`config.mk`:
```
export PLATFORM = sky130hd
export DESIGN_NAME = dp_hpd_detector
export DESIGN_NICKNAME = d
export VERILOG_FILES = /design/src/rtl/dp_hpd_detector.sv
export SDC_FILE = /design/constraint.sdc
export NUM_CORES = 1
export LEC_CHECK = 0
export ABC_AREA = 1
export CORE_MARGIN = 2
export CORE_UTILIZATION = 30
export CTS_BUF_LIST = sky130_fd_sc_hd__clkbuf_2
export DETAILED_ROUTE_END_ITERATION = 10
export DONT_BUFFER_PORTS = 1
export GPL_ROUTABILITY_DRIVEN = 0
export PLACE_DENSITY = 0.44
export SKIP_LAST_GASP = 1
export SLEW_MARGIN = 30
export SYNTH_ARGS = -nofsm -noshare
export SYNTH_HDL_FRONTEND = slang
export SYNTH_SLANG_ARGS = --single-unit
```
`constraint.sdc`:
```
create_clock -name clk -period 1.6 [get_ports clk]
set_clock_uncertainty 0.1 [all_clocks]
set_input_delay 0.16 -clock clk [delete_from_list [all_inputs] [get_ports clk]]
set_output_delay 0.16 -clock clk [all_outputs]
set_load 0.1 [all_outputs]
```
`src/rtl/dp_hpd_detector.sv`:
```
// Hot-plug-detect qualifier: synchronizes the raw HPD pin, qualifies plug/unplug
// over T_CONNECT cycles and reports in-range low pulses as single-cycle IRQs.
module dp_hpd_detector #(
    parameter int SYNC_STAGES = 2,
    parameter int T_IRQ_MIN   = 50000,
    parameter int T_IRQ_MAX   = 100000,
    parameter int T_CONNECT   = 200000
) (
    input  logic clk,
    input  logic rst,
    input  logic HPD_Signal,
    output logic HPD_Detect,
    output logic HPD_IRQ
);

    localparam int CNT_W = $clog2(T_CONNECT + 1);
    localparam logic [CNT_W-1:0] CNT_ONE  = CNT_W'(1);
    localparam logic [CNT_W-1:0] CNT_LAST = CNT_W'(T_CONNECT - 1);
    localparam logic [CNT_W-1:0] CNT_SAT  = CNT_W'(T_CONNECT);
    localparam logic [CNT_W-1:0] IRQ_MIN  = CNT_W'(T_IRQ_MIN);
    localparam logic [CNT_W-1:0] IRQ_MAX  = CNT_W'(T_IRQ_MAX);

    if (SYNC_STAGES < 2) begin : g_bad_sync
        $error("dp_hpd_detector: SYNC_STAGES must be at least 2");
    end
    if (!(T_IRQ_MIN >= 1 && T_IRQ_MIN <= T_IRQ_MAX && T_IRQ_MAX < T_CONNECT - 1)) begin : g_bad_timing
        $error("dp_hpd_detector: need 1 <= T_IRQ_MIN <= T_IRQ_MAX < T_CONNECT-1");
    end

    typedef enum logic [1:0] {
        DISCONNECTED = 2'd0,
        PLUG_WAIT    = 2'd1,
        CONNECTED    = 2'd2,
        LOW_WAIT     = 2'd3
    } state_t;

    function automatic logic [CNT_W-1:0] sat_inc(input logic [CNT_W-1:0] v);
        return (v >= CNT_SAT) ? CNT_SAT : v + CNT_ONE;
    endfunction

    logic [SYNC_STAGES-1:0] sync_q;
    logic                   hpd_s;
    state_t                 state_q, state_d;
    logic [CNT_W-1:0]       cnt_q, cnt_d;
    logic                   det_q, det_d;
    logic                   irq_q, irq_d;

    always_ff @(posedge clk or posedge rst) begin
        if (rst) begin
            sync_q <= '0;
        end else begin
            sync_q <= {sync_q[SYNC_STAGES-2:0], HPD_Signal};
        end
    end

    assign hpd_s = sync_q[SYNC_STAGES-1];

    always_ff @(posedge clk or posedge rst) begin
        if (rst) begin
            state_q <= DISCONNECTED;
            cnt_q   <= '0;
            det_q   <= 1'b0;
            irq_q   <= 1'b0;
        end else begin
            state_q <= state_d;
            cnt_q   <= cnt_d;
            det_q   <= det_d;
            irq_q   <= irq_d;
        end
    end

    always_comb begin
        state_d = state_q;
        cnt_d   = cnt_q;
        det_d   = det_q;
        irq_d   = 1'b0;
        unique case (state_q)
            DISCONNECTED: begin
                det_d = 1'b0;
                if (hpd_s) begin
                    state_d = PLUG_WAIT;
                    cnt_d   = CNT_ONE;
                end else begin
                    cnt_d   = '0;
                end
            end
            PLUG_WAIT: begin
                if (!hpd_s) begin
                    state_d = DISCONNECTED;
                    cnt_d   = '0;
                end else if (cnt_q >= CNT_LAST) begin
                    state_d = CONNECTED;
                    cnt_d   = '0;
                    det_d   = 1'b1;
                end else begin
                    cnt_d   = sat_inc(cnt_q);
                end
            end
            CONNECTED: begin
                if (!hpd_s) begin
                    state_d = LOW_WAIT;
                    cnt_d   = CNT_ONE;
                end
            end
            LOW_WAIT: begin
                if (hpd_s) begin
                    // cnt_q holds the number of low samples seen in this pulse
                    state_d = CONNECTED;
                    cnt_d   = '0;
                    irq_d   = (cnt_q >= IRQ_MIN) && (cnt_q <= IRQ_MAX);
                end else if (cnt_q >= CNT_LAST) begin
                    state_d = DISCONNECTED;
                    cnt_d   = '0;
                    det_d   = 1'b0;
                end else begin
                    cnt_d   = sat_inc(cnt_q);
                end
            end
            default: begin
                state_d = DISCONNECTED;
                cnt_d   = '0;
                det_d   = 1'b0;
            end
        endcase
    end

    assign HPD_Detect = det_q;
    assign HPD_IRQ    = irq_q;

endmodule

```
After elaboration in Yosys (flattened, before gate mapping)

Cells that the tools add are included.

Register bits after elaboration: 24
Bits of input ports: 3
Output and inout bits: 2
Word-level logic and storage cells: 47

Add/subtract/negate cells: 1
Magnitude comparators: 4
Equal/unequal tests: 11
Multiplexer cells: 21
Reductions and logical operators: 5

Operators with widths:

| cell                    | number |
|---|---|
| $mux W18                | 5 |
| $pmux W18 S4            | 1 |
| $ge A18 B18 Y1 const B  | 2 |
| $add A18 B1 Y18 const B | 1 |
| $ge A18 B16 Y1 const B  | 1 |
| $le A18 B17 Y1 const B  | 1 |
| $mux W2                 | 6 |
| $ne A2 B2 Y1 const B    | 6 |
| $pmux W2 S4             | 1 |
| $mux W1                 | 7 |
| $ne A3 B3 Y1 const B    | 2 |
| $reduce_and A5 Y1       | 1 |
| $eq A2 B2 Y1 const B    | 2 |
| $reduce_and A4 Y1       | 1 |
| $pmux W1 S3             | 1 |
| $reduce_bool A3 Y1      | 1 |
| $eq A2 B1 Y1 const B    | 1 |
| $logic_not A2 Y1        | 1 |
| $logic_and A1 B1 Y1     | 1 |

Longest topological paths before layout

Depth in word-level cells: 5
Mapped depth: 10
Mapped depth without buffers: 10

Worst setup path after synthesis

OpenSTA, ideal clock, no wires.

Kind: reg-to-reg
Start point: reg state_q[0]
End point: reg cnt_q[12]
Setup time: 0.074 ns
Data arrival time: 1.521 ns
Data required time: 1.426 ns
Setup slack: -0.095 ns
Stages on the path, launching flop included: 9
Path buffers: 1
Period minus slack after synthesis: 1.695 ns
Path through: dfrtp_1 inv_1 ha_1 nand2_4 inv_1 nor2_1 nand4_4 buf_6 o21ai_2

Cells in the longest elaborated chain, start to end: 2
Elaborated cells between the ends (all ways): 6
Those cells by class: eq/ne (4); mux (1); reduce/logical (1)

RTL lines:

| item                                         | RTL line | RTL |
|---|---|---|
| start: declaration                           | 43       | `state_t state_q, state_d;` |
| start signal: assignment                     | 65       | `state_q <= state_d;` |
| $eq A2 B2 Y1, or another cell as far along   | 77       | `unique case (state_q)` |
| $pmux W18 S4 or $ne A2 B2 Y1 (tied branches) | -        |  |
| end signal: assignment                       | 66       | `cnt_q <= cnt_d;` |
| end: declaration                             | 44       | `logic [CNT_W-1:0] cnt_q, cnt_d;` |

Several ways; a longest one is shown, not always the timed one.
A chain may end at the register's enable or synchronous reset.

Worst setup path after layout

Start point: reg cnt_q[13]
End point: reg cnt_q[3]

Cells in the longest elaborated chain, start to end: 5
Elaborated cells between the ends (all ways): 7
Those cells by class: order compare (2); mux (5)

RTL lines:

| item                               | RTL line | RTL |
|---|---|---|
| $ge A18 B18 Y1                     | 38       | `return (v >= CNT_SAT) ? CNT_SAT : v + CNT_ONE;` |
| $mux W18                           | 38       |  |
| $mux W18 *                         | 91, 111  |  |
| $mux W18, on equally long branches | 106, 88  |  |
| $pmux W18 S4 *                     | 77       |  |

Every way passes the cells marked *; elsewhere a longest branch is shown, timed or not.

==> flow_summary.toml <==
[status]
status = "finished with violations"
violations = "negative setup slack"

[power]
max-vdd-ir-drop_mv = 0.629
powerDensity_mw_per_mm2 = 893
p_leak_uw = 0.00117

[cts]
clk_path_buf_depth = 2
clkTransAtPathRegs_ns = 0.25
cts-root-buf = "clkbuf_2"
cts.sinks = 24
htree_levels = 1
insertion_delay_ns = 0.36
cts_tree = "built"
cts_buffers = 3

[logic_synthesis]
synth_edf_count = 0
synth_ff_type = "dfrtp_1"
synth-async-reset-ratio_pct = 100
yosys_warnings = 0
synth_top_cell_by_area = "dfrtp_1"
yosys.area.top_type_share_pct = 34.4
post-synth-top-count-cell = "nand2_1"
syn_nets = 244
yosys_register_bits = 24
synth_area_sq_mm = 0.00175
ys_types = 29
synth_seq_area_share_pct = 34.4
avgSynthCellArea_sq_um = 7.46
synthTopCellsByArea = "dfrtp_1 34%, nand2_1 13%, inv_1 5.8%, o22ai_2 5.7%, nand3_1 5.2%"
synthCells = 234
yosys-top-cells-count = "61 x nand2_1, 27 x inv_1, 24 x dfrtp_1, 24 x nor2_1, 18 x nand3_1"

[timing]
rsz0062_at_grt = "yes"
period_share_pct = 101
fin_ws_ns = -0.0220
relSlewSlack_pct = 77.2
finalCriticalPeriod_ns = 1.62
tightest_slew_ns = 0.342
finalSetupViolations = 7
fmax_mhz = 617
hold_viol = 0
finalMaxSlewViolations = 0

[die]
io_pins = 5
core_area_sq_mm = 0.00557
fp-row-count = 27
initial_core_util_pct = 31.3
fp.dieH_um = 80.3
die_x_um = 80.3
die-area_sq_mm = 0.00644

[critical_path]
worstPathMaxFanout = 6
crit_arrival_ns = 1.78
reg2reg_depth = 7
crit_type = "reg2reg"
r2r-start = "cnt_q[13]$_DFFE_PP0P_"
cp-end-kind = "flip-flop"
ff2ff_setup_slack_ns = -0.02
cp_data_required_time_ns = 1.76
cp-start-kind = "flip-flop"
rr_endpoint = "cnt_q[3]$_DFFE_PP0P_"

[flow_run]
maxCapViolCount = 0

[placed_design]
port_buffers = 0
dpl.hpwl_mm = 3.55
dpl.cell_count = 352
place_area_sq_mm = 0.00222

[route]
drc = 0
drt-pass1-iter-count = 4
detail_route.iter0.violations = 96
routed_wl_mm = 4.89
routed_via_density = 4.69
antenna_left = 0
dr_total_vias = 1715
wl_per_cell_um = 13.4

[worst_hold_path]
hold_path.class = "in2async"

[layout]
final_nets = 306
antenna_cells = 0
area_delta_synth_final_pct = 41.5
fin_util_pct = 44.3
design_area_sq_mm = 0.00247
n_fill_cell = 593
stdcell_count = 366
drive_above_1_share_pct = 39.1

[global_route]
grt_pass1_wl_mm = 8.14
grt.overflow.total = 0
grt_pass1_vias = 1753
grt_max_degree = 25
grt_usage_pct = 16.5
antenna_found_initial = 0
## flip-flops by register name (all words and copies together) (netlist names), named ones only
signal	count
state_q	1
cnt_q	18
HPD_IRQ	1
HPD_Detect	1
sync_q	2
## timing repair
item	CTS	global route
endpoints found under the hold margin	25	0
endpoints found under the setup margin	21	22
resized for setup	18	21
cloned	1	0
buffers inserted	5	3
hold buffers	2	0
pin swaps	6	12
## layout by cell type, fill, tap and decap left out, types with 6 or more instances in the layout
cell	synthesis	routed
buf_4	0	53
dfrtp_1	24	22
inv_1	27	23
inv_2	4	8
nand2_1	61	57
nand3_1	18	14
nand4_1	10	10
nor2_1	24	19
o21ai_0	8	6
o22ai_2	8	8
xor2_1	8	8
## kinds of logic (layout without fill, tap and decap cells)
family	count (synthesis)	after routing	share of synthesized area, %
and+or+nand+nor	127	128	33.6
xor gates and xnor gates	11	11	5.52
DFF	24	24	34.4
AOI/OAI and AO/OA	30	30	13.3
buffers and inverters	35	94	8.10
adders and majority gates	7	7	5.02
## critical path, cell delays in order, from the launching register on
cell	delay, ns
dfrtp_1	0.46
nor2_4	0.18
nand2_1	0.09
nor2_2	0.16
nand3_4	0.14
nand4_4	0.21
buf_12	0.15
o22ai_2	0.05
## how the worst max path moves through the flow
stage                                     start                    end  slack [ns]
after floorplan            cnt_q[0]$_DFFE_PP0P_   cnt_q[2]$_DFFE_PP0P_      0.0008
after global placement                flip-flop  cnt_q[12]$_DFFE_PP0P_       -0.09
after detailed placement              flip-flop  cnt_q[12]$_DFFE_PP0P_       -0.09
after CTS                  cnt_q[7]$_DFFE_PP0P_   cnt_q[1]$_DFFE_PP0P_       -0.01
after global routing       cnt_q[7]$_DFFE_PP0P_   cnt_q[3]$_DFFE_PP0P_       -0.12
final                     cnt_q[13]$_DFFE_PP0P_   cnt_q[3]$_DFFE_PP0P_       -0.02
## final cells by class
type	count	area, sq um	area share, %
Clock buffer	3	15.0	0.608
Sequential cell	24	603	24.4
Inverter	31	116	4.71
Multi-Input combinational cell	176	1150	46.7
Timing Repair Buffer	60	492	19.9
Tap cell	72	90.1	3.65
## report_power, final
group | leakage [uW] | internal (uW) | total (uW) | switching (uW)
Clock | 0.0000125 | 50.9 | 245 | 194
Sequential | 0.000322 | 669 | 720 | 51.5
Combinational | 0.000838 | 592 | 1240 | 648
## per-stage QoR
stage	hold slack, ns	setup TNS [ns]	setup WS [ns]	power (uW)
CTS	0.137	-0.0123	-0.0108	2170
global placement	0.0337	-0.898	-0.0925	1750
finish	0.156	-0.0630	-0.0220	2210
floorplan	0.0746	0	0.000783	1320
detailed placement	0.0342	-0.840	-0.0889	1750
global route	0.138	-1.48	-0.117	2390
## routing by layer
metal / global-route usage, % / routed length (um) / up-vias
li1: - / - / 886
met1: 20.9 / 2200 / 795
met2: 29.3 / 2430 / 27
met3: 2.70 / 168 / 7
met4: 4.07 / 89 / 0
met5: 0 / 0 / -
(Power assumes the default switching activity.)
